### src/rtl/if_fetch_queue_pkg.sv
// Shared fetch definitions: instruction-source select and fetch-queue entry.
// Imported by the fetch queue top, its FIFO and the bus interface.
package if_fetch_queue_pkg;

  localparam logic INST_IMEM = 1'b0;
  localparam logic INST_BIOS = 1'b1;

  localparam int FETCH_ENTRY_W = 65;

  typedef struct packed {
    logic [31:0] pc;
    logic        sel;
    logic [31:0] inst;
  } fetch_entry_t;

endpackage

### src/rtl/if_fetch_queue_if.sv
// Fetch queue bus: memory request/response, ID handshake and redirects.
// master = fetch unit side, slave = the ID/WB/memory side.
interface if_fetch_queue_if;

  logic        id_ready;
  logic [31:0] id_target;
  logic        id_target_taken;
  logic [31:0] wb_redirect;
  logic        wb_flush;
  logic [31:0] if_inst;
  logic [31:0] if_addr;
  logic        if_bios_en;
  logic        if_req;
  logic        id_valid;
  logic [31:0] id_pc;
  logic [31:0] id_inst;
  logic        id_inst_sel;

  modport master (
    input  id_ready, id_target, id_target_taken,
    input  wb_redirect, wb_flush, if_inst,
    output if_addr, if_bios_en, if_req,
    output id_valid, id_pc, id_inst, id_inst_sel
  );

  modport slave (
    output id_ready, id_target, id_target_taken,
    output wb_redirect, wb_flush, if_inst,
    input  if_addr, if_bios_en, if_req,
    input  id_valid, id_pc, id_inst, id_inst_sel
  );

endinterface

### src/rtl/if_fetch_queue_fetch_fifo.sv
// Fetch entry FIFO: DEPTH-wrapping pointers, synchronous clear.
// Storage is not reset; head data is only meaningful while count != 0.
module fetch_fifo #(
  parameter int WIDTH = 65,
  parameter int DEPTH = 4,
  localparam int PTR_W = $clog2(DEPTH),
  localparam int CNT_W = PTR_W + 1
) (
  input  logic             clk,
  input  logic             rst,
  input  logic             clr,
  input  logic             push,
  input  logic             pop,
  input  logic [WIDTH-1:0] wr_data,
  output logic [WIDTH-1:0] rd_data,
  output logic [CNT_W-1:0] count
);

  logic [WIDTH-1:0] mem_q [DEPTH];
  logic [PTR_W-1:0] wr_ptr_q, wr_ptr_d;
  logic [PTR_W-1:0] rd_ptr_q, rd_ptr_d;
  logic [CNT_W-1:0] count_q, count_d;

  always_comb begin
    wr_ptr_d = wr_ptr_q;
    rd_ptr_d = rd_ptr_q;
    count_d  = count_q;
    if (clr) begin
      wr_ptr_d = '0;
      rd_ptr_d = '0;
      count_d  = '0;
    end else begin
      if (push) wr_ptr_d = wr_ptr_q + PTR_W'(1);
      if (pop)  rd_ptr_d = rd_ptr_q + PTR_W'(1);
      unique case ({push, pop})
        2'b10:   count_d = count_q + CNT_W'(1);
        2'b01:   count_d = count_q - CNT_W'(1);
        default: count_d = count_q;
      endcase
    end
  end

  always_ff @(posedge clk) begin
    if (rst) begin
      wr_ptr_q <= '0;
      rd_ptr_q <= '0;
      count_q  <= '0;
    end else begin
      wr_ptr_q <= wr_ptr_d;
      rd_ptr_q <= rd_ptr_d;
      count_q  <= count_d;
    end
  end

  always_ff @(posedge clk) begin
    if (push && !clr) mem_q[wr_ptr_q] <= wr_data;
  end

  assign rd_data = mem_q[rd_ptr_q];
  assign count   = count_q;

endmodule

### src/rtl/if_fetch_queue.sv
// Instruction fetch queue: PC, single in-flight request, entry FIFO.
// Optional IF_FETCH_STALL_CNT_EN adds the stall_cycles counter output.
module if_fetch_queue
  import if_fetch_queue_pkg::*;
#(
  parameter logic [31:0] RESET_PC = 32'h4000_0000,
  parameter int          DEPTH    = 4,
  parameter int          BIOS_BIT = 30
) (
  input  logic              clk,
  input  logic              rst,
`ifdef IF_FETCH_STALL_CNT_EN
  output logic [31:0]       stall_cycles,
`endif
  if_fetch_queue_if.master  bus
);

  localparam int CNT_W = $clog2(DEPTH) + 1;
  localparam logic [CNT_W:0] DEPTH_C = (CNT_W + 1)'(DEPTH);

  logic [31:0]      pc_q, pc_d;
  logic             infl_v_q, infl_v_d;
  logic [31:0]      infl_pc_q, infl_pc_d;
  logic             infl_sel_q, infl_sel_d;
  logic [CNT_W-1:0] count;
  logic [CNT_W:0]   occ;
  logic             redirect;
  logic             req;
  logic             valid;
  logic             push;
  logic             pop;
  fetch_entry_t     wr_e;
  fetch_entry_t     rd_e;

  always_comb begin
    redirect = bus.wb_flush | bus.id_target_taken;
    // In-flight request already owns a slot, so the FIFO can never overflow
    occ   = {1'b0, count} + {{CNT_W{1'b0}}, infl_v_q};
    req   = !rst && !redirect && (occ < DEPTH_C);
    valid = !rst && (count != '0);
    pop   = valid && bus.id_ready && !redirect;
    push  = !rst && infl_v_q && !redirect;

    pc_d = pc_q;
    if (redirect)
      pc_d = bus.wb_flush ? bus.wb_redirect : bus.id_target;
    else if (req)
      pc_d = pc_q + 32'd4;

    infl_v_d   = req;
    infl_pc_d  = req ? pc_q : infl_pc_q;
    infl_sel_d = infl_sel_q;
    if (req)
      infl_sel_d = pc_q[BIOS_BIT] ? INST_BIOS : INST_IMEM;

    wr_e.pc   = infl_pc_q;
    wr_e.sel  = infl_sel_q;
    wr_e.inst = bus.if_inst;
  end

  always_ff @(posedge clk) begin
    if (rst) begin
      pc_q       <= RESET_PC;
      infl_v_q   <= 1'b0;
      infl_pc_q  <= '0;
      infl_sel_q <= INST_IMEM;
    end else begin
      pc_q       <= pc_d;
      infl_v_q   <= infl_v_d;
      infl_pc_q  <= infl_pc_d;
      infl_sel_q <= infl_sel_d;
    end
  end

  fetch_fifo #(
    .WIDTH (FETCH_ENTRY_W),
    .DEPTH (DEPTH)
  ) u_fifo (
    .clk     (clk),
    .rst     (rst),
    .clr     (redirect),
    .push    (push),
    .pop     (pop),
    .wr_data (wr_e),
    .rd_data (rd_e),
    .count   (count)
  );

  assign bus.if_req      = req;
  assign bus.if_addr     = pc_q;
  assign bus.if_bios_en  = pc_q[BIOS_BIT];
  assign bus.id_valid    = valid;
  assign bus.id_pc       = rd_e.pc;
  assign bus.id_inst     = rd_e.inst;
  assign bus.id_inst_sel = rd_e.sel;

`ifdef IF_FETCH_STALL_CNT_EN
  logic [31:0] stall_q, stall_d;

  always_comb begin
    stall_d = stall_q;
    if (valid && !bus.id_ready) stall_d = stall_q + 32'd1;
  end

  always_ff @(posedge clk) begin
    if (rst) stall_q <= '0;
    else     stall_q <= stall_d;
  end

  assign stall_cycles = stall_q;
`endif

endmodule

### src/flat_wrapper.sv
// flat-port wrapper written by rule: the top's interface ports become plain ports
module if_fetch_queue_flat import if_fetch_queue_pkg::*;
#(
  parameter logic [31:0] RESET_PC = 32'h4000_0000,
  parameter int          DEPTH    = 4,
  parameter int          BIOS_BIT = 30
)
  (clk, rst, bus_id_ready, bus_id_target, bus_id_target_taken, bus_wb_redirect, bus_wb_flush, bus_if_inst, bus_if_addr, bus_if_bios_en, bus_if_req, bus_id_valid, bus_id_pc, bus_id_inst, bus_id_inst_sel);
  if_fetch_queue_if bus_i ();
  input  logic clk;
  input  logic rst;
  input wire logic [$bits(bus_i.id_ready)-1:0] bus_id_ready;
  input wire logic [$bits(bus_i.id_target)-1:0] bus_id_target;
  input wire logic [$bits(bus_i.id_target_taken)-1:0] bus_id_target_taken;
  input wire logic [$bits(bus_i.wb_redirect)-1:0] bus_wb_redirect;
  input wire logic [$bits(bus_i.wb_flush)-1:0] bus_wb_flush;
  input wire logic [$bits(bus_i.if_inst)-1:0] bus_if_inst;
  output wire logic [$bits(bus_i.if_addr)-1:0] bus_if_addr;
  output wire logic [$bits(bus_i.if_bios_en)-1:0] bus_if_bios_en;
  output wire logic [$bits(bus_i.if_req)-1:0] bus_if_req;
  output wire logic [$bits(bus_i.id_valid)-1:0] bus_id_valid;
  output wire logic [$bits(bus_i.id_pc)-1:0] bus_id_pc;
  output wire logic [$bits(bus_i.id_inst)-1:0] bus_id_inst;
  output wire logic [$bits(bus_i.id_inst_sel)-1:0] bus_id_inst_sel;
  assign bus_i.id_ready = bus_id_ready;
  assign bus_i.id_target = bus_id_target;
  assign bus_i.id_target_taken = bus_id_target_taken;
  assign bus_i.wb_redirect = bus_wb_redirect;
  assign bus_i.wb_flush = bus_wb_flush;
  assign bus_i.if_inst = bus_if_inst;
  assign bus_if_addr = bus_i.if_addr;
  assign bus_if_bios_en = bus_i.if_bios_en;
  assign bus_if_req = bus_i.if_req;
  assign bus_id_valid = bus_i.id_valid;
  assign bus_id_pc = bus_i.id_pc;
  assign bus_id_inst = bus_i.id_inst;
  assign bus_id_inst_sel = bus_i.id_inst_sel;
  if_fetch_queue #(.RESET_PC(RESET_PC), .DEPTH(DEPTH), .BIOS_BIT(BIOS_BIT)) u_core (.clk(clk), .rst(rst), .bus(bus_i));
endmodule
### config.mk
export PLATFORM = sky130hd
export DESIGN_NAME = if_fetch_queue_flat
export DESIGN_NICKNAME = d
export VERILOG_FILES = /design/src/rtl/if_fetch_queue_pkg.sv /design/src/rtl/if_fetch_queue_if.sv /design/src/rtl/if_fetch_queue_fetch_fifo.sv /design/src/rtl/if_fetch_queue.sv /design/src/flat_wrapper.sv
export SDC_FILE = /design/constraint.sdc
export NUM_CORES = 1
export LEC_CHECK = 0
export CAP_MARGIN = 10
export CORE_MARGIN = 10
export CORE_UTILIZATION = 45
export DETAILED_ROUTE_END_ITERATION = 16
export GPL_TIMING_DRIVEN = 0
export HOLD_SLACK_MARGIN = 0.06
export PLACE_DENSITY = 0.71
export REMOVE_ABC_BUFFERS = 1
export SYNTH_ARGS = -nofsm -noshare
export SYNTH_HDL_FRONTEND = slang
export SYNTH_SLANG_ARGS = --single-unit
export TNS_END_PERCENT = 5
### constraint.sdc
create_clock -name clk -period 2.7 [get_ports clk]
set_input_delay 0.27 -clock clk [delete_from_list [all_inputs] [get_ports clk]]
set_output_delay 0.27 -clock clk [all_outputs]
set_load 0.01 [all_outputs]
# After elaboration in Yosys (flattened, before gate mapping)
# Memory sizes are Yosys's and may differ from the RTL's. A register that Yosys moved wholly into a read port is not among the register bits.
# Cells that the tools add are included.
[op_classes]
add_sub_neg = 6
n_lt_le_gt_ge = 1
eq_ne = 2
muxes = 9
n_bitwise = 1
n_reduce_logical = 14
[op_table]
columns = ["operator", "count"]
rows = [
  ["32-bit 2-to-1 mux", 3],
  ["32-bit by 3-bit adder with 32-bit output (second input constant)", 1],
  ["1-bit logical AND", 8],
  ["3-bit case mux with 2 select lines", 1],
  ["2-bit by 1-bit adder with 2-bit output (second input constant)", 2],
  ["3-bit by 1-bit adder with 4-bit output", 1],
  ["4-bit by 3-bit less-than comparator with 1-bit output (second input constant)", 1],
  ["2-bit 2-to-1 mux", 2],
  ["2-bit nonzero test", 2],
  ["3-bit by 1-bit adder with 3-bit output (second input constant)", 1],
  ["1-bit 2-to-1 mux", 3],
  ["3-bit nonzero test", 1],
  ["3-bit by 1-bit subtractor with 3-bit output (second input constant)", 1],
  ["2-bit by 1-bit == test with 1-bit output (second input constant)", 1],
  ["2-bit == test (second input constant)", 1],
  ["1-bit logical NOT", 2],
  ["2-bit OR reduction", 1],
  ["1-bit bitwise OR", 1],
]
[totals]
ff_bits = 73
ramBits = 260
output_inout_bits = 100
mem_count = 1
[memory_table]
columns = ["memory", "words", "word_bits", "rd", "rd_ports_with_merged_regs", "wr", "line_no", "rtl"]
rows = [
  ["u_core.u_fifo.mem_q", 4, 65, 1, 1, 1, "if_fetch_queue_fetch_fifo.sv:19", "logic [WIDTH-1:0] mem_q [DEPTH];"],
]

# Logic depth before layout (Yosys ltp)
[logic_depth]
ltp_word = 6
depth_mapped = 10
depth_no_buf = 10

# Hierarchy
# From an unflattened synthesis, not the netlist that was laid out.
[unflattened]
hier_cells = 853
area_unflattened_um2 = 13349.1
[by_module_without_submodules]
columns = ["module", "instances", "cells_per_inst", "area_each_um2"]
rows = [
  ["fetch_fifo", 1, 386, 9857.0],
  ["if_fetch_queue", 1, 467, 3492.1],
]

# Worst setup path after synthesis
# No wires, ideal clock.
[synth_timing]
kind = "input to register"
from = "input port rst"
to = "memory u_core.u_fifo.mem_q[0][0], enable pin"
setup_ns = 0.429
arrival_time_ns = 2.449
path_slack_ns = -0.179
path_stages = 3
n_path_buf = 1
cell_sequence = "clkbuf_1 nor3_2 and3_1"
[synth_via]
elab_chain_cells = 6
[synth_lines]
columns = ["element", "line_no", "rtl"]
rows = [
  ["start: declaration", "flat_wrapper.sv:11", "input logic rst;"],
  ["1-bit logical NOT", "if_fetch_queue.sv:42", "push = !rst && infl_v_q && !redirect;"],
  ["1-bit logical AND (2 in series)", "if_fetch_queue.sv:42", ""],
  ["1-bit logical AND", "if_fetch_queue_fetch_fifo.sv:56", "if (push && !clr) mem_q[wr_ptr_q] <= wr_data;"],
  ["1-bit 2-to-1 mux", "if_fetch_queue_fetch_fifo.sv:56", ""],
  ["1-bit 2-to-1 mux (implied by the code)", "if_fetch_queue_fetch_fifo.sv:56", ""],
  ["end: declaration", "if_fetch_queue_fetch_fifo.sv:19", ""],
]
# No other way between the ends.

==> reports/metrics.yaml <==
status: "finished, final reports clean"
reg2reg_depth: 6
rsz0062_at_grt: "no"
min_path_type: "input pin to flip-flop"
peakVddDrop_mv: 0.337
drtPass1Iterations: 7
ys_ff_latch: 330
power_per_cell_area_nw_per_um2: 659
row_count: 61
dp_hpwl_um: 19800
ys_top_cells_by_area: "edfxtp_1 (60%), dfxtp_1 (12%), mux4_2 (11%)"
slew_headroom: 0.390
synth-compound-area-share: 0.0616
synth.distinct_cells: 55
r2r_start: "u_core.bus.if_addr[4]"
design_area_um2: 16700
gp_congestion: 0.795
cp_data_arrival_time_ps: 2330
final_max_slew_viol_count: 0
ctsHoldBuffers: 0
stdcell_count: 1413
clock_path_buffers: 3
overflow: 0
gr-usage-all-layers: 0.173
dieArea_um2: 35700
crit_fanout: 47
vias: 7719
post-route-period-util: 0.962
synth_top_family_by_area: "multiplexers"
clk_pin_slew_worst_paths_ps: 60
cts_tree: "built"
grt_start_max_net_pins: 56
cts_sinks: 330
worst_slew_pin_slew_ps: 911
fin_crit_ps: 2600
grt_pass1_vias: 8021
nets: 1117
syn_area_per_cell_um2: 16.1
dpl.cell_count: 1336
core-area_um2: 28000
synthMuxAreaShare: 0.117
synth_top_area_share: 0.598
fmax_ghz: 0.385
start_util: 0.459
worstPathRequired_ps: 2430
setup_violations: 0
wire_per_inst_um: 22.2
ys.flop_type: "edfxtp_1"
syn_inst: 798
timing.final.hold_violations: 0
wl_um: 31300
yosys-top-cells-count: "edfxtp_1 (256), nand2_1 (87), dfxtp_1 (74)"
drv_cap: 0
clk_latency_ps: 510
synth_edf_count: 256
synth_xor_xnor_area_share: 0.0130
dp_worst_setup_slack_ps: -1790
r2r_end: "u_core.bus.if_addr[25]"
post_route_cells_drive_above_1_share: 0.155
die_h_um: 189
yosysMostFrequentCell: "edfxtp_1"
async_flop_share: 0
fin_ws_ps: 104
synth_fa_ha_area_frac: 0.00740
setup.worst_path.end: "bus_id_pc[19]"
leakagePower_nw: 5.48
areaGrowthSynthToFinish_pct: 30.3
num_antenna_cells: 0
placed_area_um2: 15400
fin_setup_tns_ps: 0
yosysSeqAreaShare: 0.714
fillers: 2149
synth_top_area_cell: "edfxtp_1"
start_kind: "flip-flop"
die_w_um: 189
synth_area_um2: 12800
cts_max_level: 2
ant_nets: 0
antenna_found_initial: 0
skew_ps: 22.4
drtIter0Drc: 559
rrSetupSlack_ps: 280
ios: 201
drc: 0
grt_pass1_wl_um: 48100
yosys.area_share.simple: 0.0665
vias_per_cell: 5.46
io_buffers: 200
cts_buffers: 36
end_kind: "primary output"
synth_warnings: 0
cts-root-buf: "clkbuf_16"
worstSetupPathType: "flip-flop to primary output"
cell families (layout without fill, tap and decap cells):
logic type / after synthesis / after routing
and+or+nand+nor: 185 / 185
xor gates and xnor gates: 19 / 19
adders and majority gates: 7 / 7
DFF: 330 / 330
muxes: 70 / 70
AOI/OAI and AO/OA: 123 / 123
buffers and inverters: 64 / 301
through the flow:
stage	total power, mW	util	hold WS [ps]
finish	11.0	0.598	325
detailed placement	6.19	0.549	482
floorplan	5.82	-	339
global route	11.4	0.598	338
global placement	6.17	0.539	464
CTS	11.2	0.596	310
metal layers:
layer | vias to the layer above | GRT usage | wire (um)
li1 | 3542 | - | -
met5 | - | 0 | 0
met2 | 272 | 0.280 | 15000
met3 | 39 | 0.0538 | 2580
met1 | 3866 | 0.221 | 13200
met4 | 0 | 0.0452 | 558
power breakdown:
part / total (mW) / switching, mW / internal (mW)
clock network: 4.95 / 1.88 / 3.07
registers: 5.58 / 0.0818 / 5.49
logic: 0.511 / 0.231 / 0.280
registers in the layout, summed over array words and instances, names as in the netlist, named ones only:
| signal | cells |
|---|---|
| u_core.bus.if_addr | 32 |
| u_core.u_fifo.count | 3 |
| u_core.u_fifo.mem_q | 256 |
| u_core.infl_v_q | 1 |
| u_core.u_fifo.rd_ptr_q | 2 |
| u_core.u_fifo.wr_ptr_q | 2 |
| u_core.infl_pc_q | 32 |
cell usage in the layout (no fill, tap or decap), types with 4 or more instances in the layout:
cell	netlist	routed
clkbuf_16	0	37
mux2i_1	5	5
o22ai_1	12	12
buf_4	5	11
o21ai_0	12	12
clkinv_1	1	8
ha_1	6	6
dfxtp_1	74	70
edfxtp_1	256	256
mux4_2	64	64
o31ai_1	6	6
and3_4	0	4
nand2_1	87	86
clkinv_2	0	4
nor4_1	8	8
clkdlybuf4s50_1	0	196
a221oi_1	4	4
xnor2_1	14	14
bufinv_16	0	6
a22oi_1	9	9
nand3_1	13	13
a211oi_1	9	9
inv_1	14	13
nor3_1	15	15
a21oi_1	49	49
clkinvlp_4	0	6
and4_1	4	4
buf_12	0	4
a22o_1	4	4
buf_16	0	7
clkbuf_1	26	4
xor2_1	5	5
nor2_1	32	32
nand4_1	7	7
repair_timing:
action	CTS	global route
resized for setup	13	6
pin swaps	2	2
hold endpoints to repair	0	0
endpoints found under the setup margin	326	2
setup buffers	9	3
how the worst min path moves through the flow:
| stage | endpoint | slack, ps | start | cells past startpoint |
|---|---|---|---|---|
| global route | u_core.bus.if_addr[6] | 340 | bus_wb_redirect[6] | 3 |
| floorplan | u_core.bus.if_addr[22] | 340 | rst | 1 |
| CTS | u_core.bus.if_addr[6] | 310 | bus_wb_redirect[6] | 3 |
| detailed placement | u_core.infl_pc_q[1] | 480 | u_core.bus.if_addr[1] | 2 |
| global placement | u_core.infl_pc_q[1] | 460 | u_core.bus.if_addr[1] | 2 |
| finish | u_core.bus.if_addr[6] | 330 | bus_wb_redirect[6] | 3 |
worst max-delay path, stage by stage, from the launching register on:
cell             delay, ps
dfxtp_4                570
buf_16                 320
mux4_2                 340
clkdlybuf4s50_1        570
layout make-up:
cell class                 instances  area [um^2]  share of cell area
timing repair buffer             222         2350               0.140
clock inverter                    23          268              0.0160
sequential                       330         9180               0.548
multi-input combinational        404         3460               0.207
clock buffer                      41          941              0.0562
inverter                          15         67.6             0.00404
tap                              378          473              0.0282
(Power assumes the default switching activity.)
